## src/rtl/color_decoder.sv

```systemverilog
// color_decoder: decodes RGB332 particle colors to counts and totals them per frame.
// Define COLOR_DECODER_ILLEGAL_CNT_EN to add the per-frame illegal_cnt output.
module color_decoder #(
   parameter int color_nbits = 8,
   parameter int NUM_PIXELS  = 307200,
   parameter int SUM_W       = 24
) (
   input  logic                   clk,
   input  logic                   reset_n,
   input  logic                   in_valid,
   output logic                   in_ready,
   input  logic [color_nbits-1:0] in_color,
   input  logic                   in_sof,
   output logic                   count_valid,
   output logic [2:0]             count_out,
   output logic                   illegal,
   output logic [SUM_W-1:0]       frame_sum,
   output logic                   frame_done,
   output logic                   frame_abort
`ifdef COLOR_DECODER_ILLEGAL_CNT_EN
   ,output logic [15:0]           illegal_cnt
`endif
);
   localparam int PW = $clog2(NUM_PIXELS + 1);

   typedef enum logic [1:0] {IDLE, ACCUM, DONE} state_t;

   state_t           state_q, state_d;
   logic [SUM_W-1:0] acc_q, acc_d, frame_sum_q;
   logic [PW-1:0]    pix_q, pix_d;
   logic [2:0]       dec_cnt, count_q;
   logic             dec_ill, xfer, count_valid_q, illegal_q, frame_done_q, frame_abort_q;

   assign in_ready = state_q != DONE;
   assign xfer     = in_valid & in_ready;

   always_comb begin
      dec_cnt = 3'd0;
      dec_ill = 1'b0;
      case (in_color)
         color_nbits'(8'h00): dec_cnt = 3'd0;
         color_nbits'(8'hFF): dec_cnt = 3'd1;
         color_nbits'(8'hFC): dec_cnt = 3'd2;
         color_nbits'(8'hF8): dec_cnt = 3'd3;
         color_nbits'(8'hF4): dec_cnt = 3'd4;
         color_nbits'(8'hF0): dec_cnt = 3'd5;
         color_nbits'(8'hEC): dec_cnt = 3'd6;
         default:             dec_ill = 1'b1;
      endcase
   end

   // An in_sof restarts the frame from either IDLE or ACCUM; completion is checked on the updated count.
   always_comb begin
      state_d = state_q;
      acc_d   = acc_q;
      pix_d   = pix_q;
      case (state_q)
         IDLE, ACCUM: begin
            if (xfer && in_sof) begin
               acc_d   = SUM_W'(dec_cnt);
               pix_d   = PW'(1);
               state_d = ACCUM;
            end else if (xfer && state_q == ACCUM) begin
               acc_d = acc_q + SUM_W'(dec_cnt);
               pix_d = pix_q + PW'(1);
            end
            if (xfer && (in_sof || state_q == ACCUM) && pix_d == PW'(NUM_PIXELS))
               state_d = DONE;
         end
         default: state_d = IDLE;
      endcase
   end

   always_ff @(posedge clk or negedge reset_n) begin
      if (!reset_n) begin
         state_q       <= IDLE;
         acc_q         <= '0;
         pix_q         <= '0;
         frame_sum_q   <= '0;
         count_q       <= '0;
         count_valid_q <= 1'b0;
         illegal_q     <= 1'b0;
         frame_done_q  <= 1'b0;
         frame_abort_q <= 1'b0;
      end else begin
         state_q       <= state_d;
         acc_q         <= acc_d;
         pix_q         <= pix_d;
         count_valid_q <= xfer;
         count_q       <= xfer ? dec_cnt : 3'd0;
         illegal_q     <= xfer & dec_ill;
         frame_done_q  <= state_q == DONE;
         frame_abort_q <= xfer & in_sof & (state_q == ACCUM);
         if (state_q == DONE)
            frame_sum_q <= acc_q;
      end
   end

`ifdef COLOR_DECODER_ILLEGAL_CNT_EN
   logic [15:0] ill_q, ill_d, illegal_cnt_q;

   always_comb begin
      ill_d = ill_q;
      if (xfer && in_sof && state_q != DONE)
         ill_d = 16'(dec_ill);
      else if (xfer && state_q == ACCUM)
         ill_d = (ill_q == 16'hFFFF) ? ill_q : ill_q + 16'(dec_ill);
   end

   always_ff @(posedge clk or negedge reset_n) begin
      if (!reset_n) begin
         ill_q         <= '0;
         illegal_cnt_q <= '0;
      end else begin
         ill_q <= ill_d;
         if (state_q == DONE)
            illegal_cnt_q <= ill_q;
      end
   end

   assign illegal_cnt = illegal_cnt_q;
`endif

   assign count_valid = count_valid_q;
   assign count_out   = count_q;
   assign illegal     = illegal_q;
   assign frame_sum   = frame_sum_q;
   assign frame_done  = frame_done_q;
   assign frame_abort = frame_abort_q;
endmodule

```

## config.mk

```make
export PLATFORM = sky130hd
export DESIGN_NAME = color_decoder
export DESIGN_NICKNAME = d
export VERILOG_FILES = /design/src/rtl/color_decoder.sv
export SDC_FILE = /design/constraint.sdc
export NUM_CORES = 1
export LEC_CHECK = 0
export CAP_MARGIN = 0
export CELL_PAD_IN_SITES_DETAIL_PLACEMENT = 0
export CELL_PAD_IN_SITES_GLOBAL_PLACEMENT = 1
export CORE_MARGIN = 3
export CORE_UTILIZATION = 39
export DETAILED_ROUTE_END_ITERATION = 8
export PLACE_DENSITY_LB_ADDON = 0.05
export RECOVER_POWER = 50
export SLEW_MARGIN = 20
export SYNTH_ARGS = -nofsm -noshare
export SYNTH_HDL_FRONTEND = slang
export SYNTH_SLANG_ARGS = --single-unit
```

## constraint.sdc

```tcl
create_clock -name clk -period 2.1 [get_ports clk]
set_input_delay 0.42 -clock clk [delete_from_list [all_inputs] [get_ports clk]]
set_output_delay 0.42 -clock clk [all_outputs]
set_load 0.03 [all_outputs]
```

=== Word-level counts from Yosys, hierarchy flattened ===
Index checks and enable logic that the tools add are counted.

* $add $sub $neg: 2
* Multiply operators: 0
* Divide/modulo/power cells: 0
* Magnitude comparators: 0
* Equal/unequal tests: 11
* Shift operators: 0
* Multiplexer cells: 11
* Bitwise logic cells: 4
* Reductions and logical operators: 11

{| class="wikitable"
|+ Operators with widths
! operator !! number
|-
| 19-bit two-way mux || 3
|-
| 8-bit == test (second input constant) || 6
|-
| 24-bit two-way mux || 2
|-
| 24-bit by 3-bit adder with 24-bit output || 1
|-
| 19-bit by 1-bit adder with 19-bit output (second input constant) || 1
|-
| 19-bit == test (second input constant) || 1
|-
| 3-bit one-hot mux with 6 select lines || 1
|-
| 8-bit logical NOT || 1
|-
| 7-bit OR reduction || 1
|-
| 2-bit two-way mux || 3
|-
| 1-bit bitwise AND || 4
|-
| 1-bit logical AND || 4
|-
| 3-bit two-way mux || 1
|-
| 3-bit inequality test (second input constant) || 1
|-
| 2-bit by 1-bit == test with 1-bit output (second input constant) || 1
|-
| 2-bit == test (second input constant) || 1
|-
| 2-bit logical NOT || 1
|-
| 2-bit inequality test (second input constant) || 1
|-
| 2-bit AND reduction || 1
|-
| 2-bit nonzero test || 1
|-
| 2-bit OR reduction || 1
|-
| 1-bit logical OR || 1
|-
| 1-bit two-way mux || 1
|}

* Bits in registers: 76
* Bits in latches: 0
* Memory bits (writable): 0
* Bits in read-only memories: 0
* Input port bits: 12
* Output and inout port bits: 32
* Memories kept: 0

=== Longest topological paths before layout ===
* Depth in word-level cells: 10
* Gate-level depth with buffers: 12
* Depth with buffers taken out: 12

=== Least setup slack after synthesis ===
No wires, ideal clock.

* Kind: input to register
* Start point: in in_color[2]
* End point: reg acc_q[22]
* Arrival time: 2.179 ns
* Slack: -0.211 ns
* Cell stages on the path: 12
* Cell sequence: nand2_1 > nor2_1 > o211ai_1 > inv_1 > ha_1 > fa_1 > a21oi_1 > nor4_4 > nand2b_1 > nor3_1 > xnor2_1 > nor2_1

* Cells in the longest elaborated chain, start to end: 5

{| class="wikitable"
|+ RTL lines
! what !! line !! source
|-
| start, declared || 12 || <nowiki>input logic [color_nbits-1:0] in_color,</nowiki>
|-
| 8-bit == test || 40 || <nowiki>case (in_color)</nowiki>
|-
| 3-bit one-hot mux with 6 select lines (*) || 40 ||
|-
| 24-bit by 3-bit adder with 24-bit output (*) || 64 || <nowiki>acc_d = acc_q + SUM_W'(dec_cnt);</nowiki>
|-
| 24-bit two-way mux (*) || 63 || <nowiki>end else if (xfer && state_q == ACCUM) begin</nowiki>
|-
| 24-bit two-way mux (*) || 59 || <nowiki>if (xfer && in_sof) begin</nowiki>
|-
| end signal, assigned || 77 || <nowiki>acc_q <= '0;</nowiki>
|-
| end signal, assigned || 87 || <nowiki>acc_q <= acc_d;</nowiki>
|-
| end, declared || 29 || <nowiki>logic [SUM_W-1:0] acc_q, acc_d, frame_sum_q;</nowiki>
|}

Mark *: on every way between the ends. The rest lies on a longest branch, timed or not. The select of a mux whose other input is x is not followed.
A chain may end at the register's enable or synchronous reset.

=== Final worst setup path ===
* Start point: in in_color[3]
* End point: reg acc_q[8]

The elaborated chain is that of the path after synthesis.

==> impl_summary.txt <==
----------------------------------------------------
[Critical path]
  R2r worst-path depth ... 7
  Data arrival, critical path ... 2.28 ns
  Nature of the critical path endpoint ... flip-flop
  Reg2Reg Setup Slack ... around 0.090 ns
  Critical R2R Launch ... state_q[1]
  Max FO, Critical Path ... 4
  Startpoint-to-endpoint class of the critical path ... in -> reg
  Kind of start point of the critical path ... primary input
  Reg2reg end ... state_q[0]
  Critical Path RT ... 2.34 ns

[Placed design]
  Post-DP HPWL ... 6861 um
  Area post-placement ... 5027 sq um
  GP Congestion ... 0.8143
  Number of port buffers ... 43

[Synth]
  Count of distinct cell types in the synthesized netlist ... 55
  Post-Synthesis Net Count ... 411
  Count of mapped cells out of synthesis ... 394
  Fraction of the mapped netlist area in compound gates ... approximately a tenth
  Synth top area cells ... dfrtp_1 48%, mux2_2 6.6%, nor2_1 4.4%
  Number of synthesized flops with an enable pin ... 0
  Mapped Area ... 3924 sq um
  Count of warnings emitted by yosys ... 0
  Dominant combinational cell family by area after synthesis ... simple AND/OR/NAND/NOR gates
  Area share of fa/ha/maj cells after synthesis ... 1.786%
  Multiplexer fraction of the synthesized cell area ... 7.111%
  Post-synthesis sequential area ratio ... 48.47%
  Cell type with the highest aggregate area in the netlist ... dfrtp_1
  Area share of and/or/nand/nor cells after synthesis ... between 20% and 30%
  Yosys reg bits ... 76
  Share of synthesized flip-flops with an asynchronous set or reset ... 100.0%
  Syn_area_per_cell ... 9.959 sq um
  Top_reg_cell synth ... dfrtp_1
  Area share of the largest cell type after synthesis ... 48.47%
  Post-synthesis share of cell area spent on xor and xnor gates ... 6.027%

[Cells and area]
  Antenna fix cells ... 0
  Net count, final ... 523
  Post-route core utilization ... 57.24%
  Synthesis-to-layout area growth ... 38.62%
  Fraction of layout instances using a drive strength above 1 ... a little under a third
  Final non-filler cell area ... 5439 sq um

[Clock network]
  H-tree depth ... 3
  Number of buffers between clock root and the deepest sink ... 2
  Number of clock sinks ... 76
  Root Driver ... clkbuf_8
  Num CTS Buffers ... 9
  Clk pin slew, worst setup/hold paths ... 0.09 ns
  TritonCTS clock tree ... yes
  Skew-Pair Late Insertion Delay ... 0.35 ns

[STA]
  Setup-failing EPs final ... 0
  Tmin final ... roughly 2.0 ns
  RSZ-0062 raised after global routing ... yes
  Number of slew-limit violations in the final report ... 0
  Least-Margin Pin Slew ... 0.9243 ns
  Final worst clock skew ... 0.01012 ns
  Max Fclk ... 490.6 MHz
  Final count of hold timing violations ... 0
  Final cycle utilization of the critical path ... a little over nine tenths
  Max-slew headroom ... 38.38%

[Global routing]
  Via count of the first global-routing pass ... about 3400
  Final global-route overflow total ... 0
  Global-route wire length before repair ... 16550 um
  Largest net degree at the start of global routing ... 39
  Antenna violations before repair ... 0
  GRT Resource Usage Total ... 17.97%

[Route]
  Number of routed nets with antenna violations ... 0
  First-pass iteration count of the detailed router ... 4
  Wire length reported by the detailed router ... between 9000 and 10000 um
  Initial detailed-routing violation count ... 78
  Mean number of vias per cell ... just over 5
  Per-cell routed wire length ... ~15 um
  Routed via count ... 3297
  DRC Markers ... 0

[Die]
  Effective utilization at floorplan ... 41.29%
  Number of cell rows ... 35
  Y dimension of the die ... 106.3 um
  Area of the placeable core ... 9503 sq um
  Die Wd ... 106.3 um
  DIE AREA ... 11300 sq um
  I/O pin total ... 44

[Pwr]
  Overall Power ... 3.036 mW
  Total power per unit cell area ... 558.2 nW/um^2
  Max IR drop VDD ... 0.3461 mV
  Leakage ... 2.497 nW

[Worst hold path]
  Path class of the lowest-slack min-delay path ... in -> async

[Status]
  Result of the run ... finished clean

[Flow run]
  # Max-Cap Violations ... 0

----------------------------------------------------
metal layers:
layer,share of wire (%),GRT usage (%),vias to the layer above
li1,-,-,1634
met1,48,25.37,1604
met2,47,28.42,48
met3,3.3,3.582,11
met4,1.2,4.440,0
met5,0,0,-
cell families after synthesis:
| family | Yosys count |
|---|---|
| AO/OA/AOI/OAI | 71 |
| XOR/XNOR | 27 |
| adder cells (fa/ha/maj) | 5 |
| buffers and inverters | 24 |
| flip-flops | 76 |
| multiplexers | 25 |
| AND/OR/NAND/NOR | 166 |
layout make-up:
| cell class | instances | area (sq um) |
|---|---|---|
| Fill cell | 881 | 4064 |
| Multi-Input combinational cell | 294 | 2135 |
| Sequential cell | 76 | 1902 |
| Timing Repair Buffer | 116 | 999.7 |
| Tap cell | 129 | 161.4 |
| Clock buffer | 10 | 137.6 |
| Clock inverter | 6 | 70.07 |
| Inverter | 9 | 33.78 |
Yosys cell counts, types with 2 or more instances:
cell      instances
o22ai_1           2
nor3_1            7
mux2_2           23
inv_1             9
o21ai_1           4
and3_1            6
nand2_1          36
xor2_1           18
nand3_1          14
or3_1             3
ha_1              4
a21o_1            2
buf_6             2
o31ai_1           4
o31a_1            3
nand2b_1          3
nor2b_1           4
dfrtp_1          76
and2_1            6
clkbuf_1          5
a21oi_1          14
a31oi_1           2
xnor2_1           9
o41ai_1           2
mux2i_1           2
buf_2             3
nor2_1           46
o21ai_0          31
nand4_1          14
buf_1             4
a311oi_1          2
and4_1            2
or2_0             2
nor4_1            7
nor4_2            3
worst max-delay path by stage:
| stage | slack (ns) | endpoint | start |
|---|---|---|---|
| floorplan | -0.09 | acc_q[16] | in_color[6] |
| global placement | -0.77 | acc_q[18] | in_color[2] |
| detailed placement | -0.86 | acc_q[16] | in_color[2] |
| CTS | -0.007 | acc_q[16] | in_color[1] |
| global route | -0.03 | acc_q[20] | in_color[1] |
| finish | 0.06 | acc_q[8] | in_color[3] |
cells in the final DEF (no fill, tap or decap), types with 8 or more instances in the layout:
cell / n
dfrtp_1: 76
buf_4: 64
nor2_1: 42
nand2_1: 34
clkdlybuf4s50_1: 32
o21ai_0: 29
mux2_2: 23
xor2_1: 18
nand3_1: 14
nand4_1: 14
a21oi_1: 11
clkbuf_8: 10
inv_1: 8
xnor2_1: 8
worst max-delay path: stages:
cell and delay [ns]:
buf_8 0.10, nand2_8 0.06, nor2_4 0.04, o211ai_1 0.24
inv_1 0.12, ha_4 0.18, fa_2 0.39, a21oi_4 0.20
nor4_4 0.06, buf_4 0.15, nand4_1 0.09, xor2_1 0.17
nor2_1 0.05
state kept, by name (all words and copies together) (netlist names):
| name | count |
|---|---|
| acc_q | 24 |
| frame_sum | 24 |
| pix_q | 19 |
| count_out | 3 |
| state_q | 2 |
| count_valid | 1 |
| frame_abort | 1 |
| frame_done | 1 |
| illegal | 1 |
per-stage QoR:
step | setup TNS [ns] | cells | hold slack [ns] | worst slack [ns]
final | 0 | 640 | 0.1932 | 0.06177
after global routing | -0.07205 | 640 | 0.2632 | -0.03174
after CTS | -0.007322 | 636 | 0.02748 | -0.007322
after detailed placement | -19.10 | 617 | 0.4210 | -0.8609
after global placement | -17.58 | 617 | 0.4128 | -0.7722
after floorplan | -0.3750 | 394 | 0.1244 | -0.08554
report_power, final:
| part | internal (mW) | switching [mW] | total [mW] |
|---|---|---|---|
| Clock | 0.590 | 0.584 | 1.17 |
| Sequential | 1.49 | 0.0231 | 1.51 |
| Combinational | 0.164 | 0.187 | 0.351 |
what timing repair did:
| item | 4_1_cts | 5_1_grt |
|---|---|---|
| pin swaps | 8 | 26 |
| setup buffers | 3 | 6 |
| hold buffers | 0 | 0 |
| gates resized for setup | 46 | 39 |
| endpoints found under the setup margin | 24 | 22 |
Note: power is estimated with default switching activity, not from simulation.
